File: src/rtl/resample_pkg.sv
// Shared definitions for the resampler output stage:
// rate bit indices, channel FSM encoding, one-hot check.
package resample_pkg;

    localparam int RATE_32    = 0;
    localparam int RATE_44    = 1;
    localparam int RATE_48    = 2;
    localparam int RATE_96    = 3;
    localparam int RATE_192   = 4;
    localparam int RATE_W_MAX = 16;

    typedef enum logic [1:0] {
        ST_IDLE  = 2'd0,
        ST_FLUSH = 2'd1,
        ST_FILL  = 2'd2,
        ST_RUN   = 2'd3
    } ch_state_t;

    function automatic logic onehot_valid(input logic [RATE_W_MAX-1:0] v);
        return (v != '0) && ((v & (v - RATE_W_MAX'(1))) == '0);
    endfunction

endpackage

File: src/rtl/resample_output_stage_ring.sv
// One channel's sample ring: RAM, pointers, occupancy,
// full/empty and dropped-write detection.
module output_ring_ch #(
    parameter int DATA_W     = 24,
    parameter int DEPTH      = 16,
    parameter int DEPTH_LOG2 = 4
) (
    input  logic                  clk,
    input  logic                  rst,
    input  logic                  i_flush,
    input  logic                  i_wr,
    input  logic [DATA_W-1:0]     i_wr_data,
    input  logic                  i_rd,
    output logic [DATA_W-1:0]     o_rd_data,
    output logic [DEPTH_LOG2:0]   o_count,
    output logic                  o_empty,
    output logic                  o_full,
    output logic                  o_ovf
);

    logic [DATA_W-1:0]     r_mem [DEPTH];
    logic [DEPTH_LOG2-1:0] r_wp;
    logic [DEPTH_LOG2-1:0] r_rp;
    logic [DEPTH_LOG2:0]   r_count;
    logic                  w_wr_ok;
    logic                  w_rd_ok;

    assign o_count   = r_count;
    assign o_empty   = (r_count == '0);
    assign o_full    = (r_count == (DEPTH_LOG2+1)'(DEPTH));
    assign o_ovf     = i_wr && o_full;
    assign o_rd_data = r_mem[r_rp];
    assign w_wr_ok   = i_wr && !o_full && !i_flush;
    assign w_rd_ok   = i_rd && !o_empty && !i_flush;

    always_ff @(posedge clk) begin
        if (w_wr_ok) r_mem[r_wp] <= i_wr_data;
    end

    // Full ring drops the write; a same-cycle read still retires the oldest.
    always_ff @(posedge clk or posedge rst) begin
        if (rst) begin
            r_wp    <= '0;
            r_rp    <= '0;
            r_count <= '0;
        end else if (i_flush) begin
            r_wp    <= '0;
            r_rp    <= '0;
            r_count <= '0;
        end else begin
            if (w_wr_ok) r_wp <= r_wp + DEPTH_LOG2'(1);
            if (w_rd_ok) r_rp <= r_rp + DEPTH_LOG2'(1);
            r_count <= r_count
                     + {{DEPTH_LOG2{1'b0}}, w_wr_ok}
                     - {{DEPTH_LOG2{1'b0}}, w_rd_ok};
        end
    end

endmodule

File: src/rtl/resample_output_stage.sv
// Per-channel output stage: ring buffering, pop service and
// rate-change sequencing (flush, upstream reset, prefill, unmute).
module resample_output_stage
    import resample_pkg::*;
#(
    parameter int NUM_CH      = 8,
    parameter int NUM_CH_LOG2 = 3,
    parameter int NUM_RATE    = 5,
    parameter int DATA_W      = 24,
    parameter int DEPTH       = 16,
    parameter int DEPTH_LOG2  = 4,
    parameter int PREFILL     = 8,
    parameter int FLUSH_CYC   = 16,
    parameter int FLUSH_LOG2  = 4
) (
    input  logic                       clk,
    input  logic                       rst,
    input  logic [NUM_RATE*NUM_CH-1:0] rate_i,
    input  logic [DATA_W*NUM_CH-1:0]   data_i,
    input  logic [NUM_CH-1:0]          ack_i,
    input  logic [NUM_CH-1:0]          pop_i,
    output logic [DATA_W*NUM_CH-1:0]   data_o,
    output logic [NUM_CH-1:0]          ack_o,
    output logic [NUM_CH-1:0]          rst_ch_o,
    output logic [NUM_CH-1:0]          running_o,
    output logic [NUM_CH-1:0]          underrun_o,
    output logic [NUM_CH-1:0]          overflow_o,
    input  logic [NUM_CH-1:0]          clear_i
);

    if ((1 << NUM_CH_LOG2) < NUM_CH || (1 << DEPTH_LOG2) != DEPTH ||
        (1 << FLUSH_LOG2) < FLUSH_CYC || NUM_RATE > RATE_W_MAX) begin : g_param_err
        $error("resample_output_stage: inconsistent parameters");
    end

    for (genvar g = 0; g < NUM_CH; g++) begin : g_ch
        ch_state_t             r_state;
        ch_state_t             w_state_nxt;
        logic [FLUSH_LOG2-1:0] r_cnt;
        logic [FLUSH_LOG2-1:0] w_cnt_nxt;
        logic [NUM_RATE-1:0]   r_rate_q;
        logic [NUM_RATE-1:0]   w_rate;
        logic                  w_rate_ok;
        logic                  w_load_rate;
        logic                  w_wr;
        logic                  w_rd;
        logic                  w_unf;
        logic                  w_empty;
        logic                  w_full;
        logic                  w_ovf;
        logic [DEPTH_LOG2:0]   w_count;
        logic [DEPTH_LOG2:0]   w_fill_lvl;
        logic [DATA_W-1:0]     w_rd_data;
        logic [DATA_W-1:0]     r_data;
        logic                  r_ack;
        logic                  r_unf;
        logic                  r_ovf;

        assign w_rate     = rate_i[g*NUM_RATE +: NUM_RATE];
        assign w_rate_ok  = onehot_valid(RATE_W_MAX'(w_rate));
        assign w_wr       = ack_i[g] && (r_state == ST_FILL || r_state == ST_RUN);
        assign w_rd       = pop_i[g] && (r_state == ST_RUN);
        assign w_unf      = w_rd && w_empty;
        assign w_fill_lvl = w_count + {{DEPTH_LOG2{1'b0}}, w_wr && !w_full};

        output_ring_ch #(
            .DATA_W     (DATA_W),
            .DEPTH      (DEPTH),
            .DEPTH_LOG2 (DEPTH_LOG2)
        ) u_ring (
            .clk       (clk),
            .rst       (rst),
            .i_flush   (r_state == ST_FLUSH),
            .i_wr      (w_wr),
            .i_wr_data (data_i[g*DATA_W +: DATA_W]),
            .i_rd      (w_rd),
            .o_rd_data (w_rd_data),
            .o_count   (w_count),
            .o_empty   (w_empty),
            .o_full    (w_full),
            .o_ovf     (w_ovf)
        );

        always_comb begin
            w_state_nxt = r_state;
            w_cnt_nxt   = r_cnt;
            w_load_rate = 1'b0;
            unique case (r_state)
                ST_IDLE: begin
                    if (w_rate_ok) begin
                        w_state_nxt = ST_FLUSH;
                        w_cnt_nxt   = '0;
                        w_load_rate = 1'b1;
                    end
                end
                ST_FLUSH: begin
                    w_cnt_nxt = r_cnt + FLUSH_LOG2'(1);
                    if (r_cnt == FLUSH_LOG2'(FLUSH_CYC - 1)) w_state_nxt = ST_FILL;
                end
                ST_FILL: begin
                    if (w_fill_lvl >= (DEPTH_LOG2+1)'(PREFILL)) w_state_nxt = ST_RUN;
                end
                ST_RUN: begin
                    if (w_unf) w_state_nxt = ST_FILL;
                end
                default: w_state_nxt = ST_IDLE;
            endcase
            // A rate event overrides whatever the state itself decided.
            if (r_state != ST_IDLE) begin
                if (!w_rate_ok) begin
                    w_state_nxt = ST_IDLE;
                end else if (w_rate != r_rate_q) begin
                    w_state_nxt = ST_FLUSH;
                    w_cnt_nxt   = '0;
                    w_load_rate = 1'b1;
                end
            end
        end

        always_ff @(posedge clk or posedge rst) begin
            if (rst) begin
                r_state  <= ST_IDLE;
                r_cnt    <= '0;
                r_rate_q <= '0;
            end else begin
                r_state <= w_state_nxt;
                r_cnt   <= w_cnt_nxt;
                if (w_load_rate) r_rate_q <= w_rate;
            end
        end

        always_ff @(posedge clk or posedge rst) begin
            if (rst) begin
                r_ack  <= 1'b0;
                r_data <= '0;
                r_unf  <= 1'b0;
                r_ovf  <= 1'b0;
            end else begin
                r_ack  <= pop_i[g];
                r_data <= (w_rd && !w_empty) ? w_rd_data : '0;
                r_unf  <= w_unf || (r_unf && !clear_i[g]);
                r_ovf  <= w_ovf || (r_ovf && !clear_i[g]);
            end
        end

        assign data_o[g*DATA_W +: DATA_W] = r_data;
        assign ack_o[g]      = r_ack;
        assign rst_ch_o[g]   = (r_state == ST_IDLE) || (r_state == ST_FLUSH);
        assign running_o[g]  = (r_state == ST_RUN);
        assign underrun_o[g] = r_unf;
        assign overflow_o[g] = r_ovf;
    end

endmodule

File: config.mk
export PLATFORM = sky130hd
export DESIGN_NAME = resample_output_stage
export DESIGN_NICKNAME = d
export VERILOG_FILES = /design/src/rtl/resample_pkg.sv /design/src/rtl/resample_output_stage_ring.sv /design/src/rtl/resample_output_stage.sv
export SDC_FILE = /design/constraint.sdc
export NUM_CORES = 2
export LEC_CHECK = 0
export BUFFER_PORTS_ARGS = -buffer_cell sky130_fd_sc_hd__buf_2
export CORE_MARGIN = 8
export CORE_UTILIZATION = 55
export DETAILED_ROUTE_END_ITERATION = 6
export GPL_ROUTABILITY_DRIVEN = 0
export PLACE_DENSITY = 0.7
export SLEW_MARGIN = 0
export SYNTH_ARGS = -nofsm -noshare
export SYNTH_HDL_FRONTEND = slang
export SYNTH_SLANG_ARGS = --single-unit
File: constraint.sdc
create_clock -name clk -period 22 [get_ports clk]
set_input_delay 4.4 -clock clk [delete_from_list [all_inputs] [get_ports clk]]
set_output_delay 4.4 -clock clk [all_outputs]
set_load 0.02 [all_outputs]
**Word level (Yosys, flattened, before mapping)**

Memories as Yosys holds them, arrays and structs flattened.
Cells that the tools add are included.

- Bits in registers: 408
- Memory bits (writable): 3072
- Memories kept: 8
- Input bits: 258

Memories:

| name | depth | width | rd ports | clocked after memory_dff | write ports | line | RTL |
|---|---|---|---|---|---|---|---|
| g_ch[0].u_ring.r_mem | 16 | 24 | 1 | 0 | 1 | resample_output_stage_ring.sv:21 | `logic [DATA_W-1:0] r_mem [DEPTH];` |
| g_ch[1].u_ring.r_mem | 16 | 24 | 1 | 0 | 1 | resample_output_stage_ring.sv:21 |  |
| g_ch[2].u_ring.r_mem | 16 | 24 | 1 | 0 | 1 | resample_output_stage_ring.sv:21 |  |
| g_ch[3].u_ring.r_mem | 16 | 24 | 1 | 0 | 1 | resample_output_stage_ring.sv:21 |  |
| g_ch[4].u_ring.r_mem | 16 | 24 | 1 | 0 | 1 | resample_output_stage_ring.sv:21 |  |
| g_ch[5].u_ring.r_mem | 16 | 24 | 1 | 0 | 1 | resample_output_stage_ring.sv:21 |  |
| 2 more memories | - | - | - | - | - | - |  |

- Add/sub/neg operators: 56
- $lt $le $gt $ge: 8
- Reductions and logical operators: 208
- Bitwise operators: 8
- Multiplexer cells: 208
- Equal/unequal tests: 48

Operators with widths:

| cell | number |
|---|---|
| $mux W4 | 64 |
| $mux W24 | 8 |
| $and A5 B16 Y16 | 8 |
| $logic_not A16 Y1 | 8 |
| $mux W2 | 56 |
| $add A4 B1 Y4 const B | 24 |
| $logic_and A1 B1 Y1 | 88 |
| $add A5 B1 Y5 | 16 |
| $pmux W2 S4 | 8 |
| $pmux W4 S2 | 8 |
| $mux W1 | 56 |
| $reduce_bool A2 Y1 | 24 |
| $sub A5 B1 Y6 const B | 8 |
| $eq A5 B5 Y1 const B | 8 |
| $ge A5 B4 Y1 const B | 8 |
| $logic_not A5 Y1 | 8 |
| $mux W5 | 8 |
| $ne A5 B5 Y1 | 8 |
| $reduce_bool A5 Y1 | 8 |
| $sub A5 B1 Y5 | 8 |
| $eq A2 B2 Y1 const B | 16 |
| $eq A4 B4 Y1 const B | 8 |
| $logic_not A1 Y1 | 32 |
| $logic_or A1 B1 Y1 | 32 |
| 2 further kinds | 16 |

**Depth between registers and ports, before layout**

- Depth in word-level cells: 11
- Gate-level depth with buffers: 16

**Modules after synthesis**

A second synthesis with hierarchy kept.

- Cells, all modules: 7571
- Area total of the unflattened synthesis: 137416.8 sq um

By module, submodules not included:

| module | area an instance (sq um) | times used | cells an instance |
|---|---|---|---|
| output_ring_ch at g_ch[3].u_ring ... | 15593.7 | 2 | 804 |
| output_ring_ch at g_ch[1].u_ring ... | 15552.4 | 2 | 804 |
| output_ring_ch at g_ch[6].u_ring ... | 15537.4 | 2 | 804 |
| output_ring_ch at g_ch[0].u_ring | 15549.9 | 1 | 804 |
| output_ring_ch at g_ch[5].u_ring | 15529.9 | 1 | 803 |
| resample_output_stage | 12969.9 | 1 | 1140 |

**Least setup slack after synthesis**

Ideal clock, no wire load.

- Path type: input port to flip-flop
- From: input ack_i[2]
- To: memory g_ch[2].u_ring.r_mem[3][0], enable pin
- Path slack: 14.690 ns
- Buffers on the path: 0
- Required time: 21.565 ns
- Cell stages on the path: 4
- Arrival time: 6.874 ns
- Path through: nand2_1 > a31oi_1 > nand2_1 > nor3_1

- Word-level cells in the longest chain between the ends: 5

RTL lines:

| what | line | RTL |
|---|---|---|
| start: declaration | resample_output_stage.sv:20 | `input logic [NUM_CH-1:0] ack_i,` |
| $logic_and A1 B1 Y1 | resample_output_stage.sv:61 | `assign w_wr = ack_i[g] && (r_state == ST_FILL \|\| r_state == ST_RUN);` |
| $logic_and A1 B1 Y1 (2 in a row) | resample_output_stage_ring.sv:33 | `assign w_wr_ok = i_wr && !o_full && !i_flush;` |
| $mux W1 | resample_output_stage_ring.sv:37 | `if (w_wr_ok) r_mem[r_wp] <= i_wr_data;` |
| $mux W1 (not written as such) | resample_output_stage_ring.sv:37 |  |
| end: declaration | resample_output_stage_ring.sv:21 |  |

Every way passes these cells.

**Final worst setup path**

- From: register g_ch[2].r_state[1]
- To: output running_o[2]

- Word-level cells in the longest chain between the ends: 1

RTL lines:

| what | line | RTL |
|---|---|---|
| start: declaration | resample_output_stage.sv:37 | `ch_state_t r_state;` |
| start signal: assignment | resample_output_stage.sv:126 | `r_state <= w_state_nxt;` |
| $eq A2 B2 Y1 | resample_output_stage.sv:149 | `assign running_o[g] = (r_state == ST_RUN);` |
| end: declaration | resample_output_stage.sv:25 | `output logic [NUM_CH-1:0] running_o,` |

Every way passes these cells.

==> flow_metrics.env <==
export IMPL_status="finished, final reports clean"
export IMPL_ant_nets=0
export IMPL_utilization=0.627
export IMPL_die_w_um=509
export IMPL_crit_path_start_kind="register"
export IMPL_synth_seq_cells=3480
export IMPL_cp_arrival_ns=2.19
export IMPL_clock_sinks=3480
export IMPL_clock_latency_ns=0.94
export IMPL_grt_antenna_before_repair=70
export IMPL_cts_resized=0
export IMPL_postSynthCellCount=6483
export IMPL_synth_edf_count=3072
export IMPL_switchingPower_w=0.00270
export IMPL_hp_class="reg2reg"
export IMPL_powerDensity_mw_per_mm2=89.1
export IMPL_setup_viol=0
export IMPL_fin_nets=7506
export IMPL_hpwl_mm=172
export IMPL_finClkSkew_ns=0.0793
export IMPL_p_total_w=0.0136
export IMPL_power_leakage_nw=50.6
export IMPL_ctsHoldBuffers=0
export IMPL_core_area_mm2=0.243
export IMPL_max_freq_mhz=152
export IMPL_drtIter0Drc=5903
export IMPL_viasPerCell=6.10
export IMPL_fp_dieH_um=509
export IMPL_clk_pin_slew_ns=0.06
export IMPL_drt_total_wl_mm=292
export IMPL_end_kind="output pin"
export IMPL_synthMostInstantiatedCell="edfxtp_1"
export IMPL_io_pins=490
export IMPL_yosysSeqAreaShare=0.766
export IMPL_ys_top_cells_by_count="edfxtp_1 (3072), mux4_2 (768), dfrtp_1 (408)"
export IMPL_portBuffers=489
export IMPL_swShare=0.199
export IMPL_grt_pass1_wl_mm=437
export IMPL_drv_slew=0
export IMPL_tns_ns=0
export IMPL_synth_area_mm2=0.134
export IMPL_grt_pass1_vias=67723
export IMPL_firstDrtPassIters=6
export IMPL_async_reset_ff_frac=0.117
export IMPL_r2r_setup_slack_ns=17.49
export IMPL_synth_top_cells_by_area="edfxtp_1 (69%), mux4_2 (13%), dfrtp_1 (7.6%), a22oi_1 (1.9%), ha_1 (1.2%)"
export IMPL_drc=0
export IMPL_syn_num_nets=6877
export IMPL_worstSetupPathType="reg2out"
export IMPL_netlist_top_cell_by_area="edfxtp_1"
export IMPL_rows=181
export IMPL_dieArea_mm2=0.259
export IMPL_required_ns=17.60
export IMPL_grt_max_degree=88
export IMPL_track_usage=0.224
export IMPL_power_clock_fraction=0.438
export IMPL_yosys_warnings=0
export IMPL_grt_overflow_total=0
export IMPL_wl_per_cell_um=27.5
export IMPL_clockBufferDepth=4
export IMPL_vdd_ir_drop_max_mv=0.0724
export IMPL_postCtsSetupRepairBufs=0
export IMPL_area_delta_synth_final_pct=13.8
export IMPL_avgSynthCellArea_um2=20.6
export IMPL_cts_buffers=357
export IMPL_finalCriticalPeriod_ns=6.59
export IMPL_p_comb_frac=0.025
export IMPL_synthDistinctLibCells=70
export IMPL_drv_cap=0
export IMPL_crit_fanout=9
export IMPL_hold_viol=0
export IMPL_synth_top_area_frac=0.690
export IMPL_start_util=0.551
export IMPL_ys_flop_type="edfxtp_1"
export IMPL_fin_crit_sh=0.300
export IMPL_drive_gt1_frac=0.296
export IMPL_cts_max_level=5
export IMPL_cts_root_buffer="clkbuf_16"
export IMPL_vias=64924
export IMPL_p_int_w=0.0109
export IMPL_worst_slew_pin_slew_ns=1.27
export IMPL_maxSlewHeadroom=0.138
export IMPL_cts_tree="yes"
export IMPL_num_fill_cells=16335
export IMPL_p_seq_frac=0.537
export IMPL_rsz0062_at_grt="no"
[state kept, by name, indices dropped and copies added (netlist names)]
register / count
g_ch.r_state: 16
g_ch.u_ring.r_mem: 3072
g_ch.r_unf: 8
g_ch.u_ring.o_count: 40
g_ch.r_data: 192
g_ch.u_ring.r_rp: 32
g_ch.r_rate_q: 40
g_ch.r_ovf: 8
g_ch.u_ring.r_wp: 32
g_ch.r_cnt: 32
g_ch.r_ack: 8
[final cells by class]
cell class                      count  area (um^2)  area share
Sequential cell                  3480       103000       0.674
Multi-Input combinational cell   2530        29900       0.196
Clock buffer                      477        10100      0.0662
Tap cell                         3202         4010      0.0263
Timing Repair Buffer              647         3630      0.0239
Clock inverter                    165         1540      0.0101
Inverter                           96          368     0.00242
Antenna cell                       39         97.6    0.000642
[worst paths after layout]
path	startpoint	end	cells past startpoint
setup / recovery	g_ch[2].r_state[1]	running_o[2]	2
hold / removal	g_ch[1].r_unf	g_ch[1].r_unf	1
setup reg to reg	g_ch[2].u_ring.o_count[3]	g_ch[2].u_ring.o_count[4]	14
hold reg to reg	g_ch[1].r_unf	g_ch[1].r_unf	1
max in group asynchronous	rst	g_ch[6].u_ring.r_rp[1]	5
min in group asynchronous	rst	g_ch[4].r_data[3]	2
[cells in the final DEF, fill, tap and decap left out, types with 128 or more instances in the layout]
cell type	n
buf_4	158
ha_1	128
mux4_2	768
clkbuf_16	371
a21oi_1	254
a22oi_1	346
nand2_1	129
dfrtp_1	390
buf_2	489
nor2_1	152
edfxtp_1	3072
[cells by family (layout without fill, tap and decap cells)]
| kind of cell | after synthesis | after routing | share of synthesized area |
|---|---|---|---|
| adder cells (fa/ha/maj) | 141 | 141 | 0.0136 |
| XOR/XNOR | 143 | 143 | 0.00937 |
| AND/OR/NAND/NOR | 629 | 629 | 0.0217 |
| buffers and inverters | 473 | 1385 | 0.0152 |
| other | 0 | 39 | 0 |
| multiplexers | 856 | 856 | 0.136 |
| AO/OA/AOI/OAI | 761 | 761 | 0.0376 |
| flip-flops | 3480 | 3480 | 0.766 |
[routing by layer]
layer / vias to the layer above / part of all wire / wire (um) / global-route usage
met5: - / 0.00064 / 188 / 0
li1: 27733 / - / - / -
met2: 2376 / 0.50 / 145000 / 0.365
met3: 491 / 0.075 / 21800 / 0.0491
met1: 34294 / 0.40 / 117000 / 0.306
met4: 30 / 0.028 / 8280 / 0.0731
[worst max-delay path, cell delays in order, from the launching register on]
cell and delay [ns]:
dfrtp_1 0.65, and2_1 0.38, buf_2 0.23
[power by group through the flow]
stage          logic [W]  clock network (W)  registers [W]
3_5_place_dp    0.000341                  0        0.00742
5_1_grt         0.000378            0.00630        0.00729
6_report        0.000338            0.00593        0.00728
3_3_place_gp    0.000325                  0        0.00742
2_1_floorplan   0.000197                  0        0.00740
4_1_cts         0.000342            0.00605        0.00728
[metrics by stage]
step	hold WS [ns]	setup WS [ns]	cell area, um^2	instances
after floorplan	0.456	6.25	134000	6483
after global placement	0.468	14.38	140000	9955
after global routing	0.502	15.01	152000	10613
after CTS	0.489	15.31	152000	10597
after detailed placement	0.473	14.28	140000	9955
final	0.484	15.41	152000	10636
No activity file was read; power rests on OpenSTA's default activity.
